File: src/rtl/wb_unit_if.sv
// wb_unit_if: bundles the ALU result channel, the load-issue channel, the
// memory response channel and the register-file write port of wb_unit.
//   slave  : the writeback unit itself (consumes ALU/load/response traffic,
//            drives the write port, readiness, rd_pending and err)
//   master : whatever feeds the unit (pipeline stages or a testbench)
interface wb_unit_if;
   logic        alu_valid;
   logic [4:0]  alu_rd;
   logic [31:0] alu_data;
   logic        alu_ready;

   logic        ld_issue_valid;
   logic        ld_issue_ready;
   logic [4:0]  ld_issue_rd;
   logic [2:0]  ld_issue_funct3;
   logic [1:0]  ld_issue_offset;

   logic        mem_resp_valid;
   logic [31:0] mem_resp_data;

   logic        we;
   logic [4:0]  wb_addr;
   logic [31:0] wb_data;
   logic [31:0] rd_pending;
   logic        err;

   modport slave (
      input  alu_valid, alu_rd, alu_data,
      output alu_ready,
      input  ld_issue_valid, ld_issue_rd, ld_issue_funct3, ld_issue_offset,
      output ld_issue_ready,
      input  mem_resp_valid, mem_resp_data,
      output we, wb_addr, wb_data, rd_pending, err
   );

   modport master (
      output alu_valid, alu_rd, alu_data,
      input  alu_ready,
      output ld_issue_valid, ld_issue_rd, ld_issue_funct3, ld_issue_offset,
      input  ld_issue_ready,
      output mem_resp_valid, mem_resp_data,
      input  we, wb_addr, wb_data, rd_pending, err
   );
endinterface

File: src/rtl/wb_unit.sv
// wb_unit: register-file write-side driver. Merges in-order load responses
// and ALU results onto the single write port, formats load data, and tracks
// registers with outstanding loads.
// Ports:
//   clk    - clock, all state on posedge
//   reset  - synchronous active-high reset
//   bus    - wb_unit_if.slave: ALU channel (valid/ready), load-issue channel
//            (valid/ready + rd/funct3/offset), memory response (valid/data,
//            never stalled), registered write port (we/wb_addr/wb_data),
//            rd_pending bitmap and sticky err.
module wb_unit #(
   parameter int LD_DEPTH = 2
) (
   input logic       clk,
   input logic       reset,
   wb_unit_if.slave  bus
);
   localparam int PW = (LD_DEPTH > 1) ? $clog2(LD_DEPTH) : 1;

   // Load queue: storage has no reset, occupancy is tracked per slot.
   logic [4:0]          q_rd_reg  [LD_DEPTH];
   logic [2:0]          q_f3_reg  [LD_DEPTH];
   logic [1:0]          q_off_reg [LD_DEPTH];
   logic [LD_DEPTH-1:0] q_valid_reg, q_valid_next;
   logic [PW-1:0]       wr_ptr_reg, rd_ptr_reg;

   logic        hold_valid_reg;
   logic [4:0]  hold_rd_reg;
   logic [31:0] hold_data_reg;

   logic        we_reg;
   logic [4:0]  wb_addr_reg;
   logic [31:0] wb_data_reg;
   logic        err_reg;

   logic        fifo_empty, fifo_full, push, pop, alu_take, bad_f3;
   logic [4:0]  head_rd;
   logic [2:0]  head_f3;
   logic [1:0]  head_off;
   logic [7:0]  byte_sel;
   logic [15:0] half_sel;
   logic [31:0] ld_fmt;

   assign fifo_empty = ~|q_valid_reg;
   assign fifo_full  = &q_valid_reg;
   // Readiness depends on start-of-cycle state only: a same-cycle pop never
   // opens a slot for an issue, and the ALU stalls whenever the hold is full.
   assign push     = bus.ld_issue_valid && !fifo_full;
   assign pop      = bus.mem_resp_valid && !fifo_empty;
   assign alu_take = bus.alu_valid && !hold_valid_reg;

   assign head_rd  = q_rd_reg[rd_ptr_reg];
   assign head_f3  = q_f3_reg[rd_ptr_reg];
   assign head_off = q_off_reg[rd_ptr_reg];

   always_comb begin
      q_valid_next = q_valid_reg;
      if (pop)
         q_valid_next[rd_ptr_reg] = 1'b0;
      if (push)
         q_valid_next[wr_ptr_reg] = 1'b1;
   end

   // Load formatting: byte lane = offset, half lane = offset[1].
   always_comb begin
      case (head_off)
         2'd0:    byte_sel = bus.mem_resp_data[7:0];
         2'd1:    byte_sel = bus.mem_resp_data[15:8];
         2'd2:    byte_sel = bus.mem_resp_data[23:16];
         default: byte_sel = bus.mem_resp_data[31:24];
      endcase
      half_sel = head_off[1] ? bus.mem_resp_data[31:16] : bus.mem_resp_data[15:0];
      bad_f3   = 1'b0;
      case (head_f3)
         3'b000:  ld_fmt = {{24{byte_sel[7]}}, byte_sel};
         3'b100:  ld_fmt = {24'd0, byte_sel};
         3'b001:  ld_fmt = {{16{half_sel[15]}}, half_sel};
         3'b101:  ld_fmt = {16'd0, half_sel};
         3'b010:  ld_fmt = bus.mem_resp_data;
         default: begin
            ld_fmt = bus.mem_resp_data;
            bad_f3 = 1'b1;
         end
      endcase
   end

   always_ff @(posedge clk) begin
      if (push) begin
         q_rd_reg[wr_ptr_reg]  <= bus.ld_issue_rd;
         q_f3_reg[wr_ptr_reg]  <= bus.ld_issue_funct3;
         q_off_reg[wr_ptr_reg] <= bus.ld_issue_offset;
      end
   end

   always_ff @(posedge clk) begin
      if (reset) begin
         q_valid_reg    <= '0;
         wr_ptr_reg     <= '0;
         rd_ptr_reg     <= '0;
         hold_valid_reg <= 1'b0;
         hold_rd_reg    <= '0;
         hold_data_reg  <= '0;
         we_reg         <= 1'b0;
         wb_addr_reg    <= '0;
         wb_data_reg    <= '0;
         err_reg        <= 1'b0;
      end else begin
         q_valid_reg <= q_valid_next;
         if (push)
            wr_ptr_reg <= wr_ptr_reg + 1'b1;
         if (pop)
            rd_ptr_reg <= rd_ptr_reg + 1'b1;

         if ((bus.mem_resp_valid && fifo_empty) || (pop && bad_f3))
            err_reg <= 1'b1;

         // Priority: load response, then held ALU result, then new ALU input.
         // A winning write to x0 still consumes its source but raises no we.
         we_reg <= 1'b0;
         if (pop) begin
            we_reg      <= (head_rd != 5'd0);
            wb_addr_reg <= head_rd;
            wb_data_reg <= ld_fmt;
            if (alu_take) begin
               hold_valid_reg <= 1'b1;
               hold_rd_reg    <= bus.alu_rd;
               hold_data_reg  <= bus.alu_data;
            end
         end else if (hold_valid_reg) begin
            we_reg         <= (hold_rd_reg != 5'd0);
            wb_addr_reg    <= hold_rd_reg;
            wb_data_reg    <= hold_data_reg;
            hold_valid_reg <= 1'b0;
         end else if (alu_take) begin
            we_reg      <= (bus.alu_rd != 5'd0);
            wb_addr_reg <= bus.alu_rd;
            wb_data_reg <= bus.alu_data;
         end
      end
   end

   // rd_pending is derived from the queue contents, so a bit stays set while
   // any remaining entry targets that register and clears on the popping edge.
   generate
      for (genvar gi = 0; gi < 32; gi++) begin : g_pend
         if (gi == 0) begin : g_x0
            assign bus.rd_pending[gi] = 1'b0;
         end else begin : g_xn
            logic hit;
            always_comb begin
               hit = 1'b0;
               for (int k = 0; k < LD_DEPTH; k++)
                  if (q_valid_reg[k] && (q_rd_reg[k] == 5'(gi)))
                     hit = 1'b1;
            end
            assign bus.rd_pending[gi] = hit;
         end
      end
   endgenerate

   assign bus.alu_ready      = !hold_valid_reg;
   assign bus.ld_issue_ready = !fifo_full;
   assign bus.we             = we_reg;
   assign bus.wb_addr        = wb_addr_reg;
   assign bus.wb_data        = wb_data_reg;
   assign bus.err            = err_reg;
endmodule

File: src/flat_wrapper.sv
// flat-port wrapper written by rule: the top's interface ports become plain ports
module wb_unit_flat 
#(
   parameter int LD_DEPTH = 2
)
  (clk, reset, bus_alu_valid, bus_alu_rd, bus_alu_data, bus_alu_ready, bus_ld_issue_valid, bus_ld_issue_rd, bus_ld_issue_funct3, bus_ld_issue_offset, bus_ld_issue_ready, bus_mem_resp_valid, bus_mem_resp_data, bus_we, bus_wb_addr, bus_wb_data, bus_rd_pending, bus_err);
  wb_unit_if bus_i ();
  input logic clk;
  input logic reset;
  input wire logic [$bits(bus_i.alu_valid)-1:0] bus_alu_valid;
  input wire logic [$bits(bus_i.alu_rd)-1:0] bus_alu_rd;
  input wire logic [$bits(bus_i.alu_data)-1:0] bus_alu_data;
  output wire logic [$bits(bus_i.alu_ready)-1:0] bus_alu_ready;
  input wire logic [$bits(bus_i.ld_issue_valid)-1:0] bus_ld_issue_valid;
  input wire logic [$bits(bus_i.ld_issue_rd)-1:0] bus_ld_issue_rd;
  input wire logic [$bits(bus_i.ld_issue_funct3)-1:0] bus_ld_issue_funct3;
  input wire logic [$bits(bus_i.ld_issue_offset)-1:0] bus_ld_issue_offset;
  output wire logic [$bits(bus_i.ld_issue_ready)-1:0] bus_ld_issue_ready;
  input wire logic [$bits(bus_i.mem_resp_valid)-1:0] bus_mem_resp_valid;
  input wire logic [$bits(bus_i.mem_resp_data)-1:0] bus_mem_resp_data;
  output wire logic [$bits(bus_i.we)-1:0] bus_we;
  output wire logic [$bits(bus_i.wb_addr)-1:0] bus_wb_addr;
  output wire logic [$bits(bus_i.wb_data)-1:0] bus_wb_data;
  output wire logic [$bits(bus_i.rd_pending)-1:0] bus_rd_pending;
  output wire logic [$bits(bus_i.err)-1:0] bus_err;
  assign bus_i.alu_valid = bus_alu_valid;
  assign bus_i.alu_rd = bus_alu_rd;
  assign bus_i.alu_data = bus_alu_data;
  assign bus_alu_ready = bus_i.alu_ready;
  assign bus_i.ld_issue_valid = bus_ld_issue_valid;
  assign bus_i.ld_issue_rd = bus_ld_issue_rd;
  assign bus_i.ld_issue_funct3 = bus_ld_issue_funct3;
  assign bus_i.ld_issue_offset = bus_ld_issue_offset;
  assign bus_ld_issue_ready = bus_i.ld_issue_ready;
  assign bus_i.mem_resp_valid = bus_mem_resp_valid;
  assign bus_i.mem_resp_data = bus_mem_resp_data;
  assign bus_we = bus_i.we;
  assign bus_wb_addr = bus_i.wb_addr;
  assign bus_wb_data = bus_i.wb_data;
  assign bus_rd_pending = bus_i.rd_pending;
  assign bus_err = bus_i.err;
  wb_unit #(.LD_DEPTH(LD_DEPTH)) u_core (.clk(clk), .reset(reset), .bus(bus_i));
endmodule
File: config.mk
export PLATFORM = sky130hd
export DESIGN_NAME = wb_unit_flat
export DESIGN_NICKNAME = d
export VERILOG_FILES = /design/src/rtl/wb_unit_if.sv /design/src/rtl/wb_unit.sv /design/src/flat_wrapper.sv
export SDC_FILE = /design/constraint.sdc
export NUM_CORES = 1
export LEC_CHECK = 0
export ABC_AREA = 1
export CORE_ASPECT_RATIO = 0.8
export CORE_MARGIN = 8
export CORE_UTILIZATION = 49
export DETAILED_ROUTE_END_ITERATION = 8
export PLACE_DENSITY = 0.79
export SLEW_MARGIN = 5
export SYNTH_ARGS = -nofsm -noshare
export SYNTH_HDL_FRONTEND = slang
export SYNTH_SLANG_ARGS = --single-unit
File: constraint.sdc
create_clock -name clk -period 1.8 [get_ports clk]
set_input_delay 0.45 -clock clk [delete_from_list [all_inputs] [get_ports clk]]
set_output_delay 0.45 -clock clk [all_outputs]
set_load 0.05 [all_outputs]
==> results of run 1 <==
==> Yosys cell counts, drive strengths merged <==
library cell / number / area share [%]
a211oi: 3 / 0.39
a21boi: 1 / 0.13
a21oi: 58 / 5.0
a221oi: 1 / 0.15
a22oi: 3 / 0.39
a31oi: 16 / 1.7
and2: 1 / 0.11
buf: 49 / 5.9
clkbuf: 31 / 2.0
conb: 1 / 0.065
dfxtp: 82 / 28
edfxtp: 20 / 10
inv: 91 / 6.0
nand2: 210 / 14
nand3: 27 / 3.4
nand4: 9 / 1.1
nor2: 107 / 7.0
nor3: 4 / 0.34
o2111ai: 1 / 0.15
o211ai: 5 / 0.65
o21a: 3 / 0.39
o21ai: 91 / 8.2
o22ai: 37 / 4.0
o32ai: 1 / 0.15
or2: 2 / 0.22
==> placed cells by master (no fill, tap or decap), types with 14 or more instances in the layout <==
cell type / synthesis / final
inv_1: 89 / 82
buf_4: 34 / 84
dfxtp_1: 82 / 80
nor2_1: 105 / 92
o22ai_2: 0 / 17
nand2_2: 5 / 17
edfxtp_1: 20 / 20
buf_12: 0 / 42
a21oi_1: 58 / 58
nand2_1: 204 / 188
a31oi_1: 16 / 16
o21ai_0: 88 / 88
nand3_1: 16 / 14
clkdlybuf4s50_1: 0 / 83
==> cell type report <==
type	count	area share [%]
tap	148	2.16
timing repair buffer	213	27.4
clock inverter	7	0.643
clock buffer	9	2.63
inverter	91	4.08
sequential	102	26.2
multi-input combinational	581	36.8
==> how the worst max path moves through the flow <==
stage	endpoint	slack, ns	cells past startpoint
5_1_grt	bus_rd_pending[10]	-0.50	5
3_3_place_gp	u_core.bus.wb_data[18]$_SDFFE_PP0P_	-0.10	8
6_report	bus_rd_pending[18]	-0.45	5
2_1_floorplan	u_core.q_f3_reg[1][0]$_DFFE_PP_	0.05	3
3_5_place_dp	u_core.bus.wb_data[30]$_SDFFE_PP0P_	-0.11	8
4_1_cts	bus_rd_pending[21]	-0.32	7
==> critical path, delay by kind of cell, from the launching register on <==
| family | cells | cell delay [ns] |
|---|---|---|
| AND/OR/NAND/NOR | 2 | 0.46 |
| flip-flops | 1 | 0.45 |
| buffers and inverters | 2 | 0.28 |
| AO/OA/AOI/OAI | 1 | 0.25 |
==> per-stage QoR <==
step | setup TNS, ns | utilization [%] | total power, mW | hold slack, ns
final | -10.45 | 74.3 | 6.46 | 0.455
after global routing | -12.13 | 74.3 | 6.71 | 0.468
after global placement | -1.84 | 67.5 | 4.45 | 0.435
after detailed placement | -2.93 | 67.5 | 4.47 | 0.444
after floorplan | 0 | - | 3.74 | 0.424
after CTS | -8.02 | 72.4 | 6.35 | 0.455
==> power by group <==
part           internal, mW  switching (mW)
clock                 0.958           0.911
combinational         0.723            1.23
sequential             2.51           0.126
==> repair_timing <==
item,in CTS,in global routing
resized for setup,61,36
pin swaps,6,11
gates cloned,0,0
setup endpoints to repair,51,45
buffers inserted,4,7
==> cells by family after synthesis <==
kind of cell           synth area share, %
and+or+nand+nor                       26.1
AOI/OAI and AO/OA                     21.3
buffers and inverters                 13.9
DFF                                   38.6
other                               0.0646
==> routing by layer <==
metal / up-vias / wire, um / track usage, %
met3: 66 / 2310 / 5.67
met5: - / 0 / 0
met1: 2947 / 8670 / 34.6
li1: 3077 / - / -
met4: 0 / 780 / 8.74
met2: 404 / 9260 / 35.8
==> results.toml, run 1 <==
[global_routing]
track_usage_pct = 24.6
first_global_vias = 5860
grt_overflow = 0
grt_pass1_wl_um = 30400
antenna_found_initial = 0
grt_max_degree = 67

[cells_and_area]
finalNetCount = 1082
num_antenna_cells = 0
area_growth_pct = 47.5
fillers = 805
multi_input_area_mm2 = 0.00315
seq_area_mm2 = 0.00225
layout.cells.non_filler = 1151
drive_above_1_share_pct = 23.8
design_area_mm2 = 0.00856

[clocking]
clk_latency_ns = 0.36
cts_hold_buf = 0
h-tree-depth = 3
cts_tree = "done"
path_clk_slew_ns = 0.07
clock_path_buffers = 2
clock-root-buffer = "clkbuf_16"
numCtsBuffers = 9
cts.sinks = 102

[die]
io_pins = 157
start_util_pct = 50.4
die_w_um = 138
core-area_mm2 = 0.0115
die_h_um = 113
die_area_mm2 = 0.0156
row_count = 35

[worst_setup_path]
rrSetupSlack_ns = 0.13
crit_fanout = 4
cp.required_ns = 1.35
path_cells = "inv_1 > nor2_2 > nand2_1 > o22ai_2 > buf_12"
worst_ep_arrival_time_ns = 1.80
critical_path_class = "reg2out"
max_stage_delay_ns = 0.45
rr_worst_depth = 11
cp-start-kind = "register"
r2r_end = "u_core.bus.wb_data[11]$_SDFFE_PP0P_"
setup.worst_path.start = "u_core.q_rd_reg[1][1]$_DFFE_PP_"
end_kind = "output port"
critical_path.slowest_cell = "edfxtp_1"

[outcome]
violations = "negative setup slack"
status = "finished, violations left"

[sta]
final_hold_viol_count = 0
rsz0062_at_grt = "true"
drv_slew = 0
post-route-period-util_pct = 125
clock_skew_ns = 0.00708
setup_slack_ns = -0.449
max_freq_mhz = 445
post-route-min-period_ns = 2.25
tightest_slew_ns = 0.594
slew_headroom_pct = 60.0
setup_viol = 31

[route]
antenna_left = 0
dr_total_vias = 6494
dr.pass1.iters = 6
wl_um = 21000
wire_per_inst_um = 18.3
drt_iter0_markers = 918
vias_per_cell = 5.64
drc = 0

[placed_design]
routabilityCongestion = 0.927
dpl_cell_area_mm2 = 0.00778
dpl.hpwl_um = 14400
place_inst = 1124
io_buffers = 155
dp_slack_ns = -0.113

[hold_path]
hold_class = "reg2reg"
hold_path_end = "u_core.hold_data_reg[3]$_SDFFE_PP0P_"
hp-start = "u_core.hold_data_reg[3]$_SDFFE_PP0P_"
worst_hold_path.num_cells = 2

[power]
p_per_area_mw_per_mm2 = 754
ir_drop_v = 0.000635
leakage_nw = 3.73

[synth]
syn_avg_cell_area_um2 = 6.80
ys_ff_latch = 102
synthDistinctLibCells = 40
syn_inst = 854
syn_nets = 938
yosys_warnings = 0
seq_area_frac_synth_pct = 38.6
syn_area_mm2 = 0.00580

[run]
cap_violations = 0
No activity file was read; power rests on OpenSTA's default activity.
==> inputs of run 2 (changes only) <==
--- a/config.mk
+++ b/config.mk
@@ -10,6 +10,7 @@
 export CORE_MARGIN = 8
 export CORE_UTILIZATION = 49
 export DETAILED_ROUTE_END_ITERATION = 8
+export HOLD_SLACK_MARGIN = 0.05
 export PLACE_DENSITY = 0.79
 export SLEW_MARGIN = 5
 export SYNTH_ARGS = -nofsm -noshare
==> results of run 2 <==
The final DEF is identical to that of run 1; final timing and power are the same.
